File: src/rtl/dac_multi_spi_if.sv
// -----------------------------------------------------------------------------
// dac_multi_spi_if
// Sample handshake bundle between a sample producer and dac_multi_spi.
//
// Parameter:
//   CH_W       channel index width (must match the DAC block's CH_W)
// Signals:
//   s_valid    producer offers a sample
//   s_ready    DAC block can accept a sample this cycle
//   s_channel  target DAC index
//   s_data     sample, unsigned offset format (0x8000 = zero)
// Modports:
//   master     producer side (drives valid/channel/data)
//   slave      DAC block side (drives ready)
// -----------------------------------------------------------------------------
`timescale 1ns/1ps
interface dac_multi_spi_if #(
  parameter int CH_W = 3
) ();
  logic            s_valid;
  logic            s_ready;
  logic [CH_W-1:0] s_channel;
  logic [15:0]     s_data;

  modport master (output s_valid, output s_channel, output s_data, input s_ready);
  modport slave  (input s_valid, input s_channel, input s_data, output s_ready);
endinterface

File: src/rtl/dac_multi_spi.sv
// -----------------------------------------------------------------------------
// dac_multi_spi
// Drives up to 16 AD5662 DACs over one shared SCLK/DIN pair with a private
// active-low SYNC per DAC. Each accepted sample is optionally high-pass
// filtered (per-channel first-order DC tracker), passed through a dead band
// and a saturating gain, converted back to offset binary and shifted out as a
// 24-bit frame {6'b0, 2'b00 (normal power mode), word}, MSB first.
//
// Build option:
//   DAC_HPF_EN  when defined, the per-channel 32-bit filter states and the
//               18x18 multiplier are built and hpf_en/hpf_coef/hpf_clear are
//               live; when undefined those ports are ignored and y = x.
//
// Parameters: NUM_CH (1..16), SCLK_DIV (1..15 clocks per SCLK half period),
//             CH_W (>= ceil(log2(NUM_CH))).
// Ports:
//   dataclk, reset_n    clock, asynchronous active-low reset
//   s                   sample handshake (slave modport)
//   hpf_en/hpf_coef     filter output select / coefficient B
//   hpf_clear           one-cycle pulse that zeroes all filter states
//   noise_suppress      dead-band half-width in units of 16 LSB
//   gain                saturating left shift
//   dac_en              per-channel enable (disabled channel outputs 0x8000)
//   dac_sync            per-DAC SYNC, active low
//   dac_sclk, dac_din   shared serial clock and data
//   dac_word            last word sent
//   ch_err              one-cycle pulse for an out-of-range channel
// -----------------------------------------------------------------------------
`timescale 1ns/1ps
module dac_multi_spi #(
  parameter int NUM_CH   = 8,
  parameter int SCLK_DIV = 2,
  parameter int CH_W     = 3
) (
  input  logic              dataclk,
  input  logic              reset_n,
  dac_multi_spi_if.slave    s,
  input  logic              hpf_en,
  input  logic [15:0]       hpf_coef,
  input  logic              hpf_clear,
  input  logic [6:0]        noise_suppress,
  input  logic [2:0]        gain,
  input  logic [NUM_CH-1:0] dac_en,
  output logic [NUM_CH-1:0] dac_sync,
  output logic              dac_sclk,
  output logic              dac_din,
  output logic [15:0]       dac_word,
  output logic              ch_err
);

  localparam int         IDX_W    = (NUM_CH > 1) ? $clog2(NUM_CH) : 1;
  localparam logic [3:0] DIV_LAST = 4'(SCLK_DIV - 1);

  typedef enum logic [2:0] {
    ST_IDLE,
    ST_CALC,
    ST_LOAD,
    ST_SHIFT,
    ST_GAP
  } state_t;

  state_t            state_q, state_d;
  logic              ready_q;
  logic [CH_W-1:0]   ch_q;
  logic [15:0]       data_q;
  logic [15:0]       y_q;
  logic [15:0]       word_q;
  logic [23:0]       shreg_q;
  logic [NUM_CH-1:0] sync_q;
  logic              sclk_q;
  logic [4:0]        bit_q;
  logic [3:0]        div_q;

  logic              accept;
  logic              ch_ok;
  logic [IDX_W-1:0]  idx;
  logic              div_last;
  logic [15:0]       y_calc;
  logic [15:0]       word_calc;
  logic [NUM_CH-1:0] sel_n;

  assign accept   = (state_q == ST_IDLE) && s.s_valid && ready_q;
  assign ch_ok    = int'(ch_q) < NUM_CH;
  assign idx      = ch_q[IDX_W-1:0];
  assign div_last = (div_q == DIV_LAST);

  assign s.s_ready = ready_q;
  assign ch_err    = (state_q == ST_CALC) && !ch_ok;
  assign dac_sync  = sync_q;
  assign dac_sclk  = sclk_q;
  assign dac_din   = shreg_q[23];
  assign dac_word  = word_q;

  // ---------------------------------------------------------------------------
  // Filter: x is the sample as 18-bit two's complement (2 guard LSBs); the
  // state's top 18 bits track the DC level of x, d = x - DC.
  // ---------------------------------------------------------------------------
`ifdef DAC_HPF_EN
  logic        [31:0] st_q [NUM_CH];
  logic signed [17:0] x_s, hi_s, d_s;
  logic        [18:0] diff;
  logic signed [35:0] prod;
  logic               unused_prod_bits;

  assign x_s  = {~data_q[15], data_q[14:0], 2'b00};
  assign hi_s = st_q[idx][31:14];
  assign diff = {x_s[17], x_s} - {hi_s[17], hi_s};
  // Saturate when the 19-bit difference does not fit in 18 bits.
  assign d_s  = (diff[18] != diff[17]) ? (diff[18] ? 18'h20000 : 18'h1FFFF)
                                       : diff[17:0];
  assign prod = d_s * $signed({1'b0, hpf_coef, 1'b0});
  assign unused_prod_bits = ^{prod[35], prod[2:0]};
  assign y_calc = hpf_en ? d_s[17:2] : x_s[17:2];

  // NOTE: the filter states are a small register array, not a RAM, so they
  // take the asynchronous reset like any other state.
  always_ff @(posedge dataclk or negedge reset_n) begin
    if (!reset_n) begin
      for (int i = 0; i < NUM_CH; i++) st_q[i] <= '0;
    end else if (hpf_clear) begin
      for (int i = 0; i < NUM_CH; i++) st_q[i] <= '0;
    end else if (state_q == ST_CALC && ch_ok) begin
      st_q[idx] <= st_q[idx] + prod[34:3];
    end
  end
`else
  logic unused_hpf;
  assign unused_hpf = ^{hpf_en, hpf_coef, hpf_clear};
  assign y_calc     = {~data_q[15], data_q[14:0]};
`endif

  // ---------------------------------------------------------------------------
  // Dead band, saturating gain, offset conversion (evaluated during LOAD).
  // ---------------------------------------------------------------------------
  logic signed [16:0] y17, n17, dn, up, db;
  logic signed [23:0] sh;
  logic        [15:0] r;

  // NOTE: every variable written in an always_comb gets a value on every path
  // (here by straight-line assignment before any branch) so no latch is built.
  always_comb begin
    y17 = {y_q[15], y_q};
    n17 = {6'b0, noise_suppress, 4'b0000};
    dn  = y17 - n17;
    up  = y17 + n17;
    db  = '0;
    if (!y_q[15]) begin
      if (!dn[16]) db = dn;
    end else begin
      if (up[16]) db = up;
    end
    sh = {{7{db[16]}}, db} <<< gain;
    if (sh > 24'sd32767)       r = 16'h7FFF;
    else if (sh < -24'sd32768) r = 16'h8000;
    else                       r = sh[15:0];
    word_calc = dac_en[idx] ? {~r[15], r[14:0]} : 16'h8000;
  end

  always_comb begin
    sel_n = '1;
    for (int i = 0; i < NUM_CH; i++) begin
      if (int'(idx) == i) sel_n[i] = 1'b0;
    end
  end

  // ---------------------------------------------------------------------------
  // Frame sequencer.
  // ---------------------------------------------------------------------------
  always_comb begin
    state_d = state_q;
    unique case (state_q)
      ST_IDLE:  if (accept) state_d = ST_CALC;
      ST_CALC:  state_d = ch_ok ? ST_LOAD : ST_IDLE;
      ST_LOAD:  state_d = ST_SHIFT;
      // The last SCLK falling edge (end of bit 0) closes the frame.
      ST_SHIFT: if (div_last && sclk_q && bit_q == 5'd23) state_d = ST_GAP;
      ST_GAP:   if (div_last) state_d = ST_IDLE;
      default:  state_d = ST_IDLE;
    endcase
  end

  // NOTE: sequential state uses non-blocking assignments so every register
  // samples the pre-edge values of the others.
  always_ff @(posedge dataclk or negedge reset_n) begin
    if (!reset_n) begin
      state_q <= ST_IDLE;
      ready_q <= 1'b0;
    end else begin
      state_q <= state_d;
      ready_q <= (state_d == ST_IDLE);
    end
  end

  always_ff @(posedge dataclk or negedge reset_n) begin
    if (!reset_n) begin
      ch_q    <= '0;
      data_q  <= 16'h8000;
      y_q     <= '0;
      word_q  <= 16'h8000;
      shreg_q <= '0;
      sync_q  <= '1;
      sclk_q  <= 1'b0;
      bit_q   <= '0;
      div_q   <= '0;
    end else begin
      unique case (state_q)
        ST_IDLE: begin
          if (accept) begin
            ch_q   <= s.s_channel;
            data_q <= s.s_data;
          end
        end
        ST_CALC: y_q <= y_calc;
        ST_LOAD: begin
          word_q  <= word_calc;
          shreg_q <= {8'h00, word_calc};
          sync_q  <= sel_n;
          sclk_q  <= 1'b0;
          bit_q   <= '0;
          div_q   <= '0;
        end
        ST_SHIFT: begin
          if (div_last) begin
            div_q  <= '0;
            sclk_q <= ~sclk_q;
            if (sclk_q) begin
              shreg_q <= {shreg_q[22:0], 1'b0};
              bit_q   <= bit_q + 5'd1;
              if (bit_q == 5'd23) sync_q <= '1;
            end
          end else begin
            div_q <= div_q + 4'd1;
          end
        end
        ST_GAP:  div_q <= div_last ? 4'd0 : div_q + 4'd1;
        default: ;
      endcase
    end
  end

endmodule

File: src/flat_wrapper.sv
// flat-port wrapper written by rule: the top's interface ports become plain ports
module dac_multi_spi_flat 
#(
  parameter int NUM_CH   = 8,
  parameter int SCLK_DIV = 2,
  parameter int CH_W     = 3
)
  (dataclk, reset_n, hpf_en, hpf_coef, hpf_clear, noise_suppress, gain, dac_en, dac_sync, dac_sclk, dac_din, dac_word, ch_err, s_s_valid, s_s_channel, s_s_data, s_s_ready);
  dac_multi_spi_if #(.CH_W(CH_W)) s_i ();
  input  logic dataclk;
  input  logic reset_n;
  input  logic hpf_en;
  input  logic [15:0] hpf_coef;
  input  logic hpf_clear;
  input  logic [6:0] noise_suppress;
  input  logic [2:0] gain;
  input  logic [NUM_CH-1:0] dac_en;
  output logic [NUM_CH-1:0] dac_sync;
  output logic dac_sclk;
  output logic dac_din;
  output logic [15:0] dac_word;
  output logic ch_err;
  input wire logic [$bits(s_i.s_valid)-1:0] s_s_valid;
  input wire logic [$bits(s_i.s_channel)-1:0] s_s_channel;
  input wire logic [$bits(s_i.s_data)-1:0] s_s_data;
  output wire logic [$bits(s_i.s_ready)-1:0] s_s_ready;
  assign s_i.s_valid = s_s_valid;
  assign s_i.s_channel = s_s_channel;
  assign s_i.s_data = s_s_data;
  assign s_s_ready = s_i.s_ready;
  dac_multi_spi #(.NUM_CH(NUM_CH), .SCLK_DIV(SCLK_DIV), .CH_W(CH_W)) u_core (.dataclk(dataclk), .reset_n(reset_n), .s(s_i), .hpf_en(hpf_en), .hpf_coef(hpf_coef), .hpf_clear(hpf_clear), .noise_suppress(noise_suppress), .gain(gain), .dac_en(dac_en), .dac_sync(dac_sync), .dac_sclk(dac_sclk), .dac_din(dac_din), .dac_word(dac_word), .ch_err(ch_err));
endmodule
File: config.mk
export PLATFORM = sky130hd
export DESIGN_NAME = dac_multi_spi_flat
export DESIGN_NICKNAME = d
export VERILOG_FILES = /design/src/rtl/dac_multi_spi_if.sv /design/src/rtl/dac_multi_spi.sv /design/src/flat_wrapper.sv
export SDC_FILE = /design/constraint.sdc
export NUM_CORES = 1
export LEC_CHECK = 0
export ABC_AREA = 1
export ABC_CLOCK_PERIOD_IN_PS = 4780
export BUFFER_PORTS_ARGS = -buffer_cell sky130_fd_sc_hd__buf_2
export CAP_MARGIN = 0
export CORE_UTILIZATION = 57
export CTS_CLUSTER_SIZE = 24
export DETAILED_ROUTE_END_ITERATION = 10
export PLACE_DENSITY = 0.76
export RECOVER_POWER = 50
export SETUP_SLACK_MARGIN = 0.4
export SYNTH_ARGS = -nofsm -noshare
export SYNTH_HDL_FRONTEND = slang
export SYNTH_SLANG_ARGS = --single-unit
File: constraint.sdc
create_clock -name dataclk -period 4.78 [get_ports dataclk]
set_clock_uncertainty 0.15 [all_clocks]
set_input_delay 0.478 -clock dataclk [delete_from_list [all_inputs] [get_ports dataclk]]
set_output_delay 0.478 -clock dataclk [all_outputs]
set_load 0.02 [all_outputs]
==> results of run 1 <==
-- power breakdown --
| part | internal, µW | switching (µW) | leakage, µW |
|---|---|---|---|
| clock network | 233 | 276 | 0.0000919 |
| registers | 822 | 0.567 | 0.00127 |
| logic | 41.2 | 85.5 | 0.00224 |
-- stage by stage --
stage | cell area [µm²] | total power, µW
finish | 6620 | 1460
global route | 6620 | 1530
CTS | 6620 | 1470
detailed placement | 6420 | 965
global placement | 6420 | 962
floorplan | 6010 | 917
-- Yosys cell counts, drive strengths merged --
| cell type | count |
|---|---|
| a31oi | 1 |
| inv | 83 |
| a211oi | 1 |
| a21oi | 12 |
| nand4 | 17 |
| clkinv | 4 |
| a22o | 1 |
| o21a | 9 |
| nand3 | 102 |
| a22oi | 17 |
| o22ai | 12 |
| mux2 | 17 |
| a21o | 1 |
| a32o | 1 |
| dfrtp | 87 |
| fa | 2 |
| nor3 | 5 |
| nor2 | 54 |
| o21ai | 31 |
| clkbuf | 16 |
| buf | 14 |
| dfstp | 10 |
| xor2 | 6 |
| o31ai | 1 |
| o211ai | 1 |
| nand2 | 280 |
| xnor2 | 2 |
| nor4 | 1 |
| conb | 1 |
| mux2i | 6 |
| ha | 18 |
-- final cells by class --
cell class / instances / area [µm²] / share of cell area
multi-input cells: 601 / 3150 / 0.476
flip-flops and latches: 97 / 2440 / 0.368
repair buffers: 72 / 339 / 0.0512
inverters: 87 / 332 / 0.0501
well taps: 136 / 170 / 0.0257
clock buffers: 13 / 169 / 0.0255
clock inverters: 3 / 23.8 / 0.00359
-- cells by family after synthesis --
kind of cell / after synthesis
buf+inv: 117
simple gates: 459
mux: 23
other cells: 1
flops: 97
fa+ha+maj: 20
compound gates: 88
xor+xnor: 8
-- flip-flops by register name, indices dropped and copies added (netlist names), 4 cells and up --
register	flops
u_core.y_q	16
u_core.bit_q	5
u_core.dac_word	16
u_core.dac_sync	8
u_core.div_q	4
u_core.shreg_q	24
u_core.data_q	16
-- per-layer routing --
layer / share of wire / GRT usage
met1: 0.47 / 0.363
met2: 0.45 / 0.447
met3: 0.058 / 0.0536
met4: 0.018 / 0.0966
met5: 0 / 0
-- final timing paths --
path	start	to
max	u_core.y_q[4]	u_core.dac_word[2]
min	s_s_data[7]	u_core.data_q[7]
max reg2reg	u_core.y_q[4]	u_core.dac_word[2]
min reg2reg	u_core.dac_word[15]	u_core.dac_word[15]
max in group asynchronous	reset_n	u_core.dac_sync[4]
min in group asynchronous	reset_n	u_core.dac_word[10]
-- repair_timing --
action / CTS / global route
hold buffers: 1 / 0
endpoints found under the hold margin: 41 / 0
gates resized for setup: 0 / 5
endpoints found under the setup margin: 0 / 30
buffers inserted: 0 / 0
==> metrics, run 1 <==
port buffer count=66; Syn Nets=891; unrepaired setup endpoints after global routing=false; Netlist Area Pre-Place=6010 µm²; critical path class=register to register; gp weighted congestion=0.924; dominant cells by area after synthesis=dfrtp_1 (36%), nand2_1 (17%), nand3_1 (8.2%); Worst-Margin Slew=2.75 ns; #FFs+latches synth=97; WL/cell=13.8 µm; crit path max fanout=8; drt via density=5.53; final core occ=0.644; fin nets=946; first drt pass iteration count=5; # diodes=0; Setup crit end kind=register; grt ovf=0; status=finished with violations; die area=11000 µm²; synthesized instance count=813; Sink Count=97; hold slack=0.186 ns; Critical Path AT=4.12 ns; Root Buffer=clkbuf_8; layout overhead on the synthesized area=10.1%; DR iter-0 viols=319; most frequent cells in the layout=nand2_1 (272), nand3_1 (98), dfrtp_1 (87), inv_1 (71), nor2_1 (50); Max Buffers Root-to-Sink=2; Ys Warns=0; post-synthesis compound-gate area fraction=0.0911; adder-cell share of the synthesized area=0.0441; WP buf/inv=2; CP required=4.93 ns; post-route ant nets=0; I/O pin count=86; largest family of logic cells by synthesized area=simple AND/OR/NAND/NOR gates; synth unique cells=43; initial antenna violation count=0; CTS tree=built; worst hold stages=2; setup TNS=0 ns; Global Route Usage Sum=0.274; fillers=930; multiplexer share of the synthesized area=0.0418; XOR/XNOR Fraction of Synth Area=0.0116; maximum resistive drop on vdd=0.000216 V; Pleak=0.00361 µW; most used cell, CP=nand2_1; final setup margin=0.811 ns; max incr delay on CP=0.38 ns; worst min-delay path category=input port to register; Final Setup Violations=0; pin count of the biggest net entering global routing=54; R2R depth=28; DIE HEIGHT=105 µm; Crit path depth=28; CTS Buf Count=9; Synth top area share=0.362; nature of the critical path startpoint=register; cell area power density=220 nW/µm²; H-Tree Depth=3; Synth Area in Simple Gates=0.327; placed cells=990; row cnt=37; max frequency=252 MHz; CTS clk-pin slew, worst paths=0.09 ns; clk_lat worst skew=0.37 ns; R2R Setup Slk=0.81 ns; total core area=10300 µm²; global-route wire length before repair=24300 µm; failing checks=max-capacitance violations, max-slew violations; register area share after synthesis=0.406; vias in the first global route=5444; Rel. slew slack=-0.834; layout cells sized above 1=0.139; post-place setup slack=0.240 ns; Pins Over Slew Limit=54; final wirelength=13900 µm; top cell family by delay on the critical path=simple AND/OR/NAND/NOR gates; Residual DRC=0; die width=105 µm; vias=5579; leading area contributor after synthesis=dfrtp_1; HPWL after DPL=10500 µm; Post-Layout Cell Count=1009; synthesized area per cell=7.40 µm²; post-layout min period=3.97 ns; CP max-delay cell=fa_2; initial core utilization=0.585; commonest non-fill, non-tap cell in the layout=nand2_1; Fin. Hold Viols=0; # Max-Cap Violations=1; Tcrit/Tclk final=0.830
No activity file was read; power rests on OpenSTA's default activity.
==> run 2, diff against run 1 <==
--- a/config.mk
+++ b/config.mk
@@ -6,7 +6,7 @@
 export NUM_CORES = 1
 export LEC_CHECK = 0
 export ABC_AREA = 1
-export ABC_CLOCK_PERIOD_IN_PS = 4780
+export ABC_CLOCK_PERIOD_IN_PS = 4100
 export BUFFER_PORTS_ARGS = -buffer_cell sky130_fd_sc_hd__buf_2
 export CAP_MARGIN = 0
 export CORE_UTILIZATION = 57
==> constraint.sdc (replaced) <==
create_clock -name dataclk -period 4.1 [get_ports dataclk]
set_clock_uncertainty 0.15 [all_clocks]
set_input_delay 0.41 -clock dataclk [delete_from_list [all_inputs] [get_ports dataclk]]
set_output_delay 0.41 -clock dataclk [all_outputs]
set_load 0.02 [all_outputs]
==> metrics, run 2 (synthesized netlist as in run 1, its figures left out) <==
first drt pass iteration count=5; initial antenna violation count=0; Pins Over Slew Limit=73; grt ovf=0; layout overhead on the synthesized area=20.8%; I/O pin count=86; final wirelength=15100 µm; CP required=4.24 ns; Setup crit end kind=register; WL/cell=14.4 µm; # Max-Cap Violations=1; unrepaired setup endpoints after global routing=true; Post-Layout Cell Count=1046; Pleak=0.00394 µW; layout cells sized above 1=0.276; post-layout min period=3.75 ns; drt via density=5.52; die area=11000 µm²; gp weighted congestion=0.897; Fin. Hold Viols=0; row cnt=37; fin nets=983; max frequency=267 MHz; number of flip-flops in the largest register=24; DR iter-0 viols=325; R2R Setup Slk=0.35 ns; Critical Path AT=3.89 ns; crit path max fanout=8; maximum resistive drop on vdd=0.000274 V; worst hold start=s_s_data[2]; Max Buffers Root-to-Sink=2; initial core utilization=0.585; register name with the most flops=u_core.shreg_q; port buffer count=66; Worst-Margin Slew=1.70 ns; global-route wire length before repair=25300 µm; cell area power density=246 nW/µm²; vias in the first global route=5551; Tcrit/Tclk final=0.915; # diodes=0; worst r2r dst=u_core.shreg_q[1]; Rel. slew slack=-0.136; final setup margin=0.350 ns; Residual DRC=0; DP Area=6610 µm²; WP buf/inv=9; worst hold stages=2; Final Setup Violations=0; post-route ant nets=0; Sink Count=97; Hold EP=u_core.data_q[2]; Global Route Usage Sum=0.286; Root Buffer=clkbuf_8; HPWL after DPL=11100 µm; R2R depth=30; CP max-delay cell=fa_2; DIE HEIGHT=105 µm; die width=105 µm; nature of the critical path startpoint=register; placed cells=1014; clk_lat worst skew=0.36 ns; pin count of the biggest net entering global routing=73; final instance area=7270 µm²; max incr delay on CP=0.37 ns; vias=5774; H-Tree Depth=3; CTS Buf Count=9; Reg-to-Reg Start=u_core.y_q[4]; total core area=10300 µm²; CTS tree=built; CTS clk-pin slew, worst paths=0.10 ns; top cell family by delay on the critical path=simple AND/OR/NAND/NOR gates; worst min-delay path category=input port to register; failing checks=max-capacitance violations, max-slew violations; critical path class=register to register; status=finished with violations; most frequent cells in the layout=nand2_1 (237), dfrtp_1 (87), inv_1 (70), nand3_1 (65), buf_2 (58); most used cell, CP=nand2_2; commonest non-fill, non-tap cell in the layout=nand2_1; post-place setup slack=-0.104 ns
-- run 2: what timing repair did --
item,CTS,global route
hold buffers,0,0
endpoints found under the setup margin,30,30
resized for setup,43,53
pin swaps,25,27
gates cloned,2,0
setup buffers,11,3
-- run 2: worst max-delay path by stage --
stage / from / endpoint / cells after the start
2_1_floorplan: noise_suppress[0] / u_core.shreg_q[5] / 29
3_3_place_gp: noise_suppress[0] / u_core.dac_word[2] / 29
3_5_place_dp: noise_suppress[0] / u_core.dac_word[2] / 29
4_1_cts: u_core.y_q[4] / u_core.dac_word[2] / 29
5_1_grt: u_core.y_q[4] / u_core.shreg_q[7] / 28
6_report: u_core.y_q[4] / u_core.shreg_q[1] / 30
-- run 2: routing by layer --
metal | vias up | routed length [µm] | GRT usage | part of all wire
li1 | 2838 | - | - | -
met2 | 173 | 7120 | 0.471 | 0.47
met3 | 24 | 874 | 0.0462 | 0.058
met5 | - | 0 | 0 | 0
met4 | 0 | 274 | 0.0835 | 0.018
met1 | 2739 | 6800 | 0.391 | 0.45
-- run 2: where the power goes --
group          switching (µW)  total, µW  internal [µW]
clock network             343        651            308
logic                     115        176           61.2
registers               0.617        959            958
-- run 2: final cells by class --
| cell class | instances | area (µm²) |
|---|---|---|
| multi-input combinational | 601 | 3450 |
| fill | 874 | 3010 |
| sequential | 97 | 2440 |
| timing repair buffer | 109 | 659 |
| inverter | 87 | 332 |
| tap | 136 | 170 |
| clock buffer | 10 | 138 |
| clock inverter | 6 | 73.8 |
-- run 2: metrics by stage --
step            util  setup TNS [ns]  total power (µW)  hold WS (ns)
2_1_floorplan      -               0              1070       -0.0356
3_3_place_gp   0.643               0              1130         0.303
3_5_place_dp   0.643           -2.27              1140         0.312
4_1_cts        0.691               0              1790        0.0329
5_1_grt        0.707               0              1860         0.106
6_report       0.707               0              1790         0.122
